`src/rtl/mastermind_pkg.sv`:
```
// Shared definitions for the Mastermind scorer slice.
// Latency: n/a (types, constants and a peg-extract helper only).
// Backpressure: n/a.
package mastermind_pkg;

  localparam int COLOR_W    = 3;
  localparam int NUM_PEGS   = 4;
  localparam int NUM_COLORS = 7;
  localparam int WORD_W     = COLOR_W * NUM_PEGS;
  localparam logic [COLOR_W-1:0] COLOR_EMPTY = 3'd0;

  typedef enum logic [1:0] {
    ST_IDLE   = 2'd0,
    ST_EXACT  = 2'd1,
    ST_COLOR  = 2'd2,
    ST_COMMIT = 2'd3
  } state_t;

  // Peg p lives in bits [3p+2:3p] of a packed guess/answer word.
  function automatic logic [COLOR_W-1:0] peg(input logic [WORD_W-1:0] w, input int p);
    return w[p*COLOR_W +: COLOR_W];
  endfunction

endpackage

```
`src/rtl/mastermind_history.sv`:
```
// Per-game history register file: {guess, exact, partial} per guess slot.
// Latency: write lands on the next Clk edge; read is combinational.
// Backpressure: none; a write is always accepted, out-of-range indices are ignored/read as 0.
//
// Ports: Clk, Reset (async, active-high), clear (sync wipe, wins over wr_en),
//        wr_en/wr_idx/wr_dat write port, rd_idx/rd_dat combinational read port.
module mastermind_history #(
  parameter int NUM_GUESSES = 6,
  parameter int SLOT_W      = 3,
  parameter int ENTRY_W     = 18
) (
  input  logic               Clk,
  input  logic               Reset,
  input  logic               clear,
  input  logic               wr_en,
  input  logic [SLOT_W-1:0]  wr_idx,
  input  logic [ENTRY_W-1:0] wr_dat,
  input  logic [SLOT_W-1:0]  rd_idx,
  output logic [ENTRY_W-1:0] rd_dat
);

  localparam logic [SLOT_W:0] DEPTH = NUM_GUESSES[SLOT_W:0];

  logic [ENTRY_W-1:0] mem [NUM_GUESSES];

  always_ff @(posedge Clk or posedge Reset) begin
    if (Reset) begin
      for (int i = 0; i < NUM_GUESSES; i++) mem[i] <= '0;
    end else if (clear) begin
      for (int i = 0; i < NUM_GUESSES; i++) mem[i] <= '0;
    end else if (wr_en && ({1'b0, wr_idx} < DEPTH)) begin
      mem[wr_idx] <= wr_dat;
    end
  end

  assign rd_dat = ({1'b0, rd_idx} < DEPTH) ? mem[rd_idx] : '0;

endmodule

```
`src/rtl/mastermind_scorer.sv`:
```
// Sequential Mastermind scorer: exact hits then colour-only hits, result logged to history.
// Latency: done pulses 12 Clk after start is sampled in IDLE.
// Backpressure: start is ignored while busy (not queued); clear aborts a run with no done.
//
// Ports: Clk, Reset (async, active-high); start/guess/answer/slot request; clear new-game wipe;
//        busy/done handshake; exact/partial/win result; hist_count; rd_idx -> rd_guess/rd_exact/
//        rd_partial history read; selfcheck_err sticky reference-mismatch flag.
// Build option: define MM_SCORER_SELFCHECK_EN to add a single-cycle reference scorer that
//        cross-checks the accumulators at commit; otherwise selfcheck_err is tied 0.
module mastermind_scorer
  import mastermind_pkg::*;
#(
  parameter int NUM_GUESSES = 6,
  parameter int SLOT_W      = 3
) (
  input  logic              Clk,
  input  logic              Reset,
  input  logic              start,
  input  logic [11:0]       guess,
  input  logic [11:0]       answer,
  input  logic [SLOT_W-1:0] slot,
  input  logic              clear,
  output logic              busy,
  output logic              done,
  output logic [2:0]        exact,
  output logic [2:0]        partial,
  output logic              win,
  output logic [SLOT_W-1:0] hist_count,
  input  logic [SLOT_W-1:0] rd_idx,
  output logic [11:0]       rd_guess,
  output logic [2:0]        rd_exact,
  output logic [2:0]        rd_partial,
  output logic              selfcheck_err
);

  localparam int ENTRY_W = WORD_W + 6;
  localparam logic [SLOT_W:0] DEPTH = NUM_GUESSES[SLOT_W:0];

  state_t              state;
  logic [WORD_W-1:0]   g_q, a_q;
  logic [SLOT_W-1:0]   slot_q;
  logic [1:0]          pos;
  logic [2:0]          col;
  logic [2:0]          exact_acc, partial_acc;
  logic [NUM_PEGS-1:0] mask;

  logic [2:0]          gc, ac, col_min;
  logic                peg_hit;
  logic                slot_ok;
  logic [SLOT_W:0]     slot_next;
  logic                hist_wr;
  logic [ENTRY_W-1:0]  rd_dat;

  // Per-colour counts over pegs not already claimed by an exact hit.
  always_comb begin
    gc = '0;
    ac = '0;
    for (int p = 0; p < NUM_PEGS; p++) begin
      if (!mask[p] && peg(g_q, p) == col) gc = gc + 3'd1;
      if (!mask[p] && peg(a_q, p) == col) ac = ac + 3'd1;
    end
    col_min = (gc < ac) ? gc : ac;
  end

  assign peg_hit   = (peg(g_q, int'(pos)) == peg(a_q, int'(pos)));
  assign slot_ok   = ({1'b0, slot_q} < DEPTH);
  assign slot_next = {1'b0, slot_q} + 1'b1;
  assign hist_wr   = (state == ST_COMMIT) && slot_ok && !clear;
  assign busy      = (state != ST_IDLE);

  always_ff @(posedge Clk or posedge Reset) begin
    if (Reset) begin
      state       <= ST_IDLE;
      g_q         <= '0;
      a_q         <= '0;
      slot_q      <= '0;
      pos         <= '0;
      col         <= '0;
      exact_acc   <= '0;
      partial_acc <= '0;
      mask        <= '0;
      done        <= 1'b0;
      exact       <= '0;
      partial     <= '0;
      win         <= 1'b0;
      hist_count  <= '0;
    end else if (clear) begin
      // exact/partial intentionally hold their last values across a new game.
      state      <= ST_IDLE;
      done       <= 1'b0;
      win        <= 1'b0;
      hist_count <= '0;
    end else begin
      done <= 1'b0;
      case (state)
        ST_IDLE: begin
          if (start) begin
            g_q         <= guess;
            a_q         <= answer;
            slot_q      <= slot;
            exact_acc   <= '0;
            partial_acc <= '0;
            mask        <= '0;
            pos         <= '0;
            state       <= ST_EXACT;
          end
        end
        ST_EXACT: begin
          if (peg_hit) begin
            exact_acc <= exact_acc + 3'd1;
            mask[pos] <= 1'b1;
          end
          pos <= pos + 2'd1;
          if (pos == 2'd3) begin
            col   <= 3'd1;
            state <= ST_COLOR;
          end
        end
        ST_COLOR: begin
          partial_acc <= partial_acc + col_min;
          col         <= col + 3'd1;
          if (col == 3'(NUM_COLORS)) state <= ST_COMMIT;
        end
        ST_COMMIT: begin
          exact   <= exact_acc;
          partial <= partial_acc;
          win     <= (exact_acc == 3'd4);
          done    <= 1'b1;
          if (slot_ok && (slot_next > {1'b0, hist_count})) hist_count <= slot_next[SLOT_W-1:0];
          state   <= ST_IDLE;
        end
        default: state <= ST_IDLE;
      endcase
    end
  end

  mastermind_history #(
    .NUM_GUESSES (NUM_GUESSES),
    .SLOT_W      (SLOT_W),
    .ENTRY_W     (ENTRY_W)
  ) u_history (
    .Clk    (Clk),
    .Reset  (Reset),
    .clear  (clear),
    .wr_en  (hist_wr),
    .wr_idx (slot_q),
    .wr_dat ({g_q, exact_acc, partial_acc}),
    .rd_idx (rd_idx),
    .rd_dat (rd_dat)
  );

  assign rd_guess   = rd_dat[ENTRY_W-1:6];
  assign rd_exact   = rd_dat[5:3];
  assign rd_partial = rd_dat[2:0];

`ifdef MM_SCORER_SELFCHECK_EN
  logic [2:0] ref_exact, ref_partial;
  logic [2:0] rgc, rac;
  logic [NUM_PEGS-1:0] ref_mask;

  // Whole score in one combinational pass over the latched operands.
  always_comb begin
    ref_exact   = '0;
    ref_partial = '0;
    ref_mask    = '0;
    rgc         = '0;
    rac         = '0;
    for (int p = 0; p < NUM_PEGS; p++) begin
      if (peg(g_q, p) == peg(a_q, p)) begin
        ref_exact   = ref_exact + 3'd1;
        ref_mask[p] = 1'b1;
      end
    end
    for (int c = 0; c <= NUM_COLORS; c++) begin
      rgc = '0;
      rac = '0;
      for (int p = 0; p < NUM_PEGS; p++) begin
        if (!ref_mask[p] && peg(g_q, p) == 3'(c)) rgc = rgc + 3'd1;
        if (!ref_mask[p] && peg(a_q, p) == 3'(c)) rac = rac + 3'd1;
      end
      if (3'(c) != COLOR_EMPTY) ref_partial = ref_partial + ((rgc < rac) ? rgc : rac);
    end
  end

  always_ff @(posedge Clk or posedge Reset) begin
    if (Reset)
      selfcheck_err <= 1'b0;
    else if (clear)
      selfcheck_err <= 1'b0;
    else if (state == ST_COMMIT && (ref_exact != exact_acc || ref_partial != partial_acc))
      selfcheck_err <= 1'b1;
  end
`else
  assign selfcheck_err = 1'b0;
`endif

endmodule
```
`config.mk`:
```
export PLATFORM = sky130hd
export DESIGN_NAME = mastermind_scorer
export DESIGN_NICKNAME = d
export VERILOG_FILES = /design/src/rtl/mastermind_pkg.sv /design/src/rtl/mastermind_history.sv /design/src/rtl/mastermind_scorer.sv
export SDC_FILE = /design/constraint.sdc
export NUM_CORES = 1
export LEC_CHECK = 0
export ABC_AREA = 1
export BUFFER_PORTS_ARGS = -buffer_cell sky130_fd_sc_hd__buf_2
export CAP_MARGIN = 20
export CORE_MARGIN = 3
export CORE_UTILIZATION = 60
export CTS_CLUSTER_SIZE = 24
export DETAILED_ROUTE_END_ITERATION = 8
export PLACE_DENSITY = 0.86
export SKIP_CTS_REPAIR_TIMING = 1
export SYNTH_ARGS = -nofsm -noshare
export SYNTH_HDL_FRONTEND = slang
export SYNTH_SLANG_ARGS = --single-unit
```
`constraint.sdc`:
```
create_clock -name Clk -period 12.1 [get_ports Clk]
set_input_delay 0.605 -clock Clk [delete_from_list [all_inputs] [get_ports Clk]]
set_output_delay 0.605 -clock Clk [all_outputs]
set_load 0.02 [all_outputs]
```
==> run_results.csv <==
group,metric,value,unit
run_status,status,"finished, final reports clean",
drt,wl_per_cell,17.19,µm
floorplanning,fp-row-count,42,
synthesis,yosysTopAreaCellShare,49.14,%
drt,viasPerCell,5.910,
worst_setup_path,critPathMaxFanout,13,
synthesis,synthTopCellsByArea,"dfrtp_1 49%, o21ai_0 8.7%, nand2_1 7.4%",
clock_network,cts_buffer_depth,2,
floorplanning,die_x,123.6,µm
synthesis,synth.distinct_cells,39,
worst_setup_path,reg2reg_to,"partial_acc[2]",
drt,dr.pass1.iters,7,
drt,wl,20790,µm
min_path,hp-class,"in2async",
worst_setup_path,crit_required,12400,ps
grt,overflow,0,
drt,drcViolationCount,0,
clock_network,clk_pin_slew_worst_paths,60,ps
worst_setup_path,reg2reg_depth,21,
worst_setup_path,r2r_slack,7930,ps
floorplanning,start_util,61.94,%
finish,antenna_cells,0,
worst_setup_path,arrival,4470,ps
timing,drv_slew,0,
worst_setup_path,worstSetupPathType,"reg2reg",
floorplanning,dieArea,15280,µm²
floorplanning,core,13400,µm²
finish,nNetsFinal,1081,
timing,finalCritPeriodShare,34.48,%
grt,track_usage,28.32,%
power,leakage,4.424,nW
synthesis,synth-async-reset-ratio,100.0,%
worst_setup_path,critPathMaxStageDelay,440,ps
synthesis,ys_seq_elements,163,
synthesis,postSynthAreaPerCell,8.461,µm²
placed_design,globalplace.congestion,0.8994,
timing,worst_pin_slew,982.2,ps
clock_network,clock_latency,420,ps
placed_design,buffer_ports.inserted,63,
timing,fmax,239.7,MHz
placed_design,dpl_cell_area,8671,µm²
grt,grt_max_degree,109,
worst_setup_path,startpoint_type,"flop",
synthesis,yosysSeqAreaShare,49.14,%
timing,fin_setup_tns,0,ps
timing,finalHoldViolations,0,
timing,fin_hold_ws,375.3,ps
finish,finalInstanceArea,9359,µm²
floorplanning,ioPinCount,65,
worst_setup_path,path_common_cell,"ha_1",
flow_run,maxCapViolCount,0,
clock_network,cts.sinks,163,
synthesis,synth_top_area_cell,"dfrtp_1",
clock_network,cts-root-buf,"clkbuf_16",
timing,finalSetupViolCount,0,
power,cellPowerDensity,203.8,nW/µm²
drt,drt_iter0_drc,789,
drt,vias,7145,
synthesis,dominantRegCellSynth,"dfrtp_1",
timing,skew,5.814,ps
synthesis,yosys_warnings,0,
synthesis,synth_area,8300,µm²
timing,slew_headroom,34.52,%
placed_design,dp_hpwl,13090,µm
grt,grt_pass1_wl,33800,µm
synthesis,synth_fp_nets,1042,
worst_setup_path,slowest_stage,"dfrtp_1",
grt,first_global_vias,6915,
synthesis,synth_edf_count,0,
clock_network,cts_buffers,17,
synthesis,synthCells,981,
worst_setup_path,worst_setup_path_end_kind,"flop",
clock_network,htreeDepth,4,
grt,antenna_found_initial,0,
worst_setup_path,worstPathCellList,"inv_1 -> o211ai_1 -> nor4_1 -> ha_1 -> nand3_1 -> nand2_2 -> inv_1 -> ha_1 -> nand2_1 -> xor2_1 -> ha_1 -> inv_1 -> a21oi_1 -> nand2_2 -> nand2_1 -> nand2_1 -> ha_1 -> fa_1 -> xnor2_1 -> xor2_1 -> o22ai_1",
finish,area_delta_synth_final,12.75,%
worst_setup_path,endpoint,"partial_acc[2]",
timing,min_period,4172,ps
floorplanning,dieHeight,123.6,µm
finish,drive_above_1_share,13.55,%
worst_setup_path,rr_startpoint,"col[0]",
drt,antenna_left,0,
power,irDropWorstVdd,0.1483,mV
worst_setup_path,crit_start,"col[0]",
clock_network,cts_tree,"yes",
timing,rsz0062_at_grt,"false",
[cells in the final DEF, fill, tap and decap left out, drive strengths merged, types with 3 or more instances in the layout]
master	synthesis	final
inv	111	111
clkinv	2	5
a211oi	4	4
nor2	46	46
clkinvlp	0	3
nand3	81	81
o211ai	20	20
xnor2	10	10
mux2	14	14
o22ai	57	57
clkbuf	31	23
o21ai	152	152
xor2	11	11
bufinv	0	3
buf	23	74
nand2	173	173
ha	26	26
a21oi	44	44
dfrtp	163	163
[critical path, delay by kind of cell, from the launching register on]
kind / cells / cell delay, ps
simple gates: 7 / 840
compound gates: 3 / 470
buf+inv: 3 / 410
flops: 1 / 440
xor+xnor: 3 / 520
fa+ha+maj: 5 / 1360
[report_power, final]
part,internal [mW],switching [mW],total (mW),leakage (nW)
registers,0.621,0.0958,0.717,2.19
logic,0.229,0.411,0.640,1.94
clock network,0.340,0.210,0.550,0.289
total,1.19,0.717,1.91,4.42
[state kept, by name (all words and copies together), names as in the netlist]
register and cells:
u_history.mem 108, a_q 12, g_q 12, mask 4
col 3, exact 3, exact_acc 3, hist_count 3
partial 3, partial_acc 3, slot_q 3, pos 2
state 2, done 1, win 1
[Yosys cell counts (4+ instances only)]
cell type  instances
dfrtp_1          163
o22ai_1           57
buf_1             10
inv_2              4
mux2_2            14
nand3_1           80
clkbuf_1          31
o21ai_1            7
xnor2_1           10
xor2_1            11
o21ai_0          145
inv_1            107
o211ai_1          20
nand2_2            8
a211oi_1           4
ha_1              26
nor2_1            43
buf_2             10
a21oi_1           43
nand2_1          163
[per-stage QoR]
step | instances | utilization [%] | setup WS [ps] | total power, mW
global placement | 1174 | 64.71 | 8186 | 1.321
detailed placement | 1174 | 64.71 | 7953 | 1.350
CTS | 1206 | 69.23 | 7927 | 1.902
global route | 1209 | 69.84 | 7524 | 2.032
floorplan | 981 | - | 7090 | 1.180
finish | 1209 | 69.84 | 7928 | 1.907
[logic make-up (layout without fill, tap and decap cells)]
| logic type | count (synthesis) | in the layout | share of synthesized area, % |
|---|---|---|---|
| AO/OA/AOI/OAI | 280 | 280 | 18.60 |
| multiplexers | 14 | 14 | 1.899 |
| flip-flops | 163 | 163 | 49.14 |
| XOR/XNOR | 21 | 21 | 2.216 |
| buffers and inverters | 167 | 219 | 7.884 |
| other | 1 | 1 | 0.04518 |
| adder cells (fa/ha/maj) | 27 | 27 | 4.160 |
| AND/OR/NAND/NOR | 308 | 308 | 16.05 |
[worst min path at each step]
stage	cells after the start	slack, ps	start	end
after floorplan	2	460	mask[2]	mask[2]
after global placement	2	470	partial[2]	partial[2]
after detailed placement	2	480	partial[1]	partial[1]
after CTS	2	400	Reset	a_q[8]
after global routing	2	410	clear	state[0]
final	2	380	Reset	slot_q[0]
[per-layer routing]
metal | vias to the layer above | routed length, µm | track usage, %
met3 | 46 | 1508 | 5.223
met2 | 321 | 10100 | 45.83
li1 | 3380 | - | -
met1 | 3398 | 8597 | 37.61
met5 | - | 0 | 0
met4 | 0 | 583 | 12.11
[layout make-up]
class,count,area [µm²]
sequential,163,4079
fill,1056,4041
multi-input combinational,651,3567
clock buffer,23,478.0
timing repair buffer,74,457.9
inverter,113,429.2
tap,176,220.2
clock inverter,9,127.6
Power figures use the tool's default switching activity.
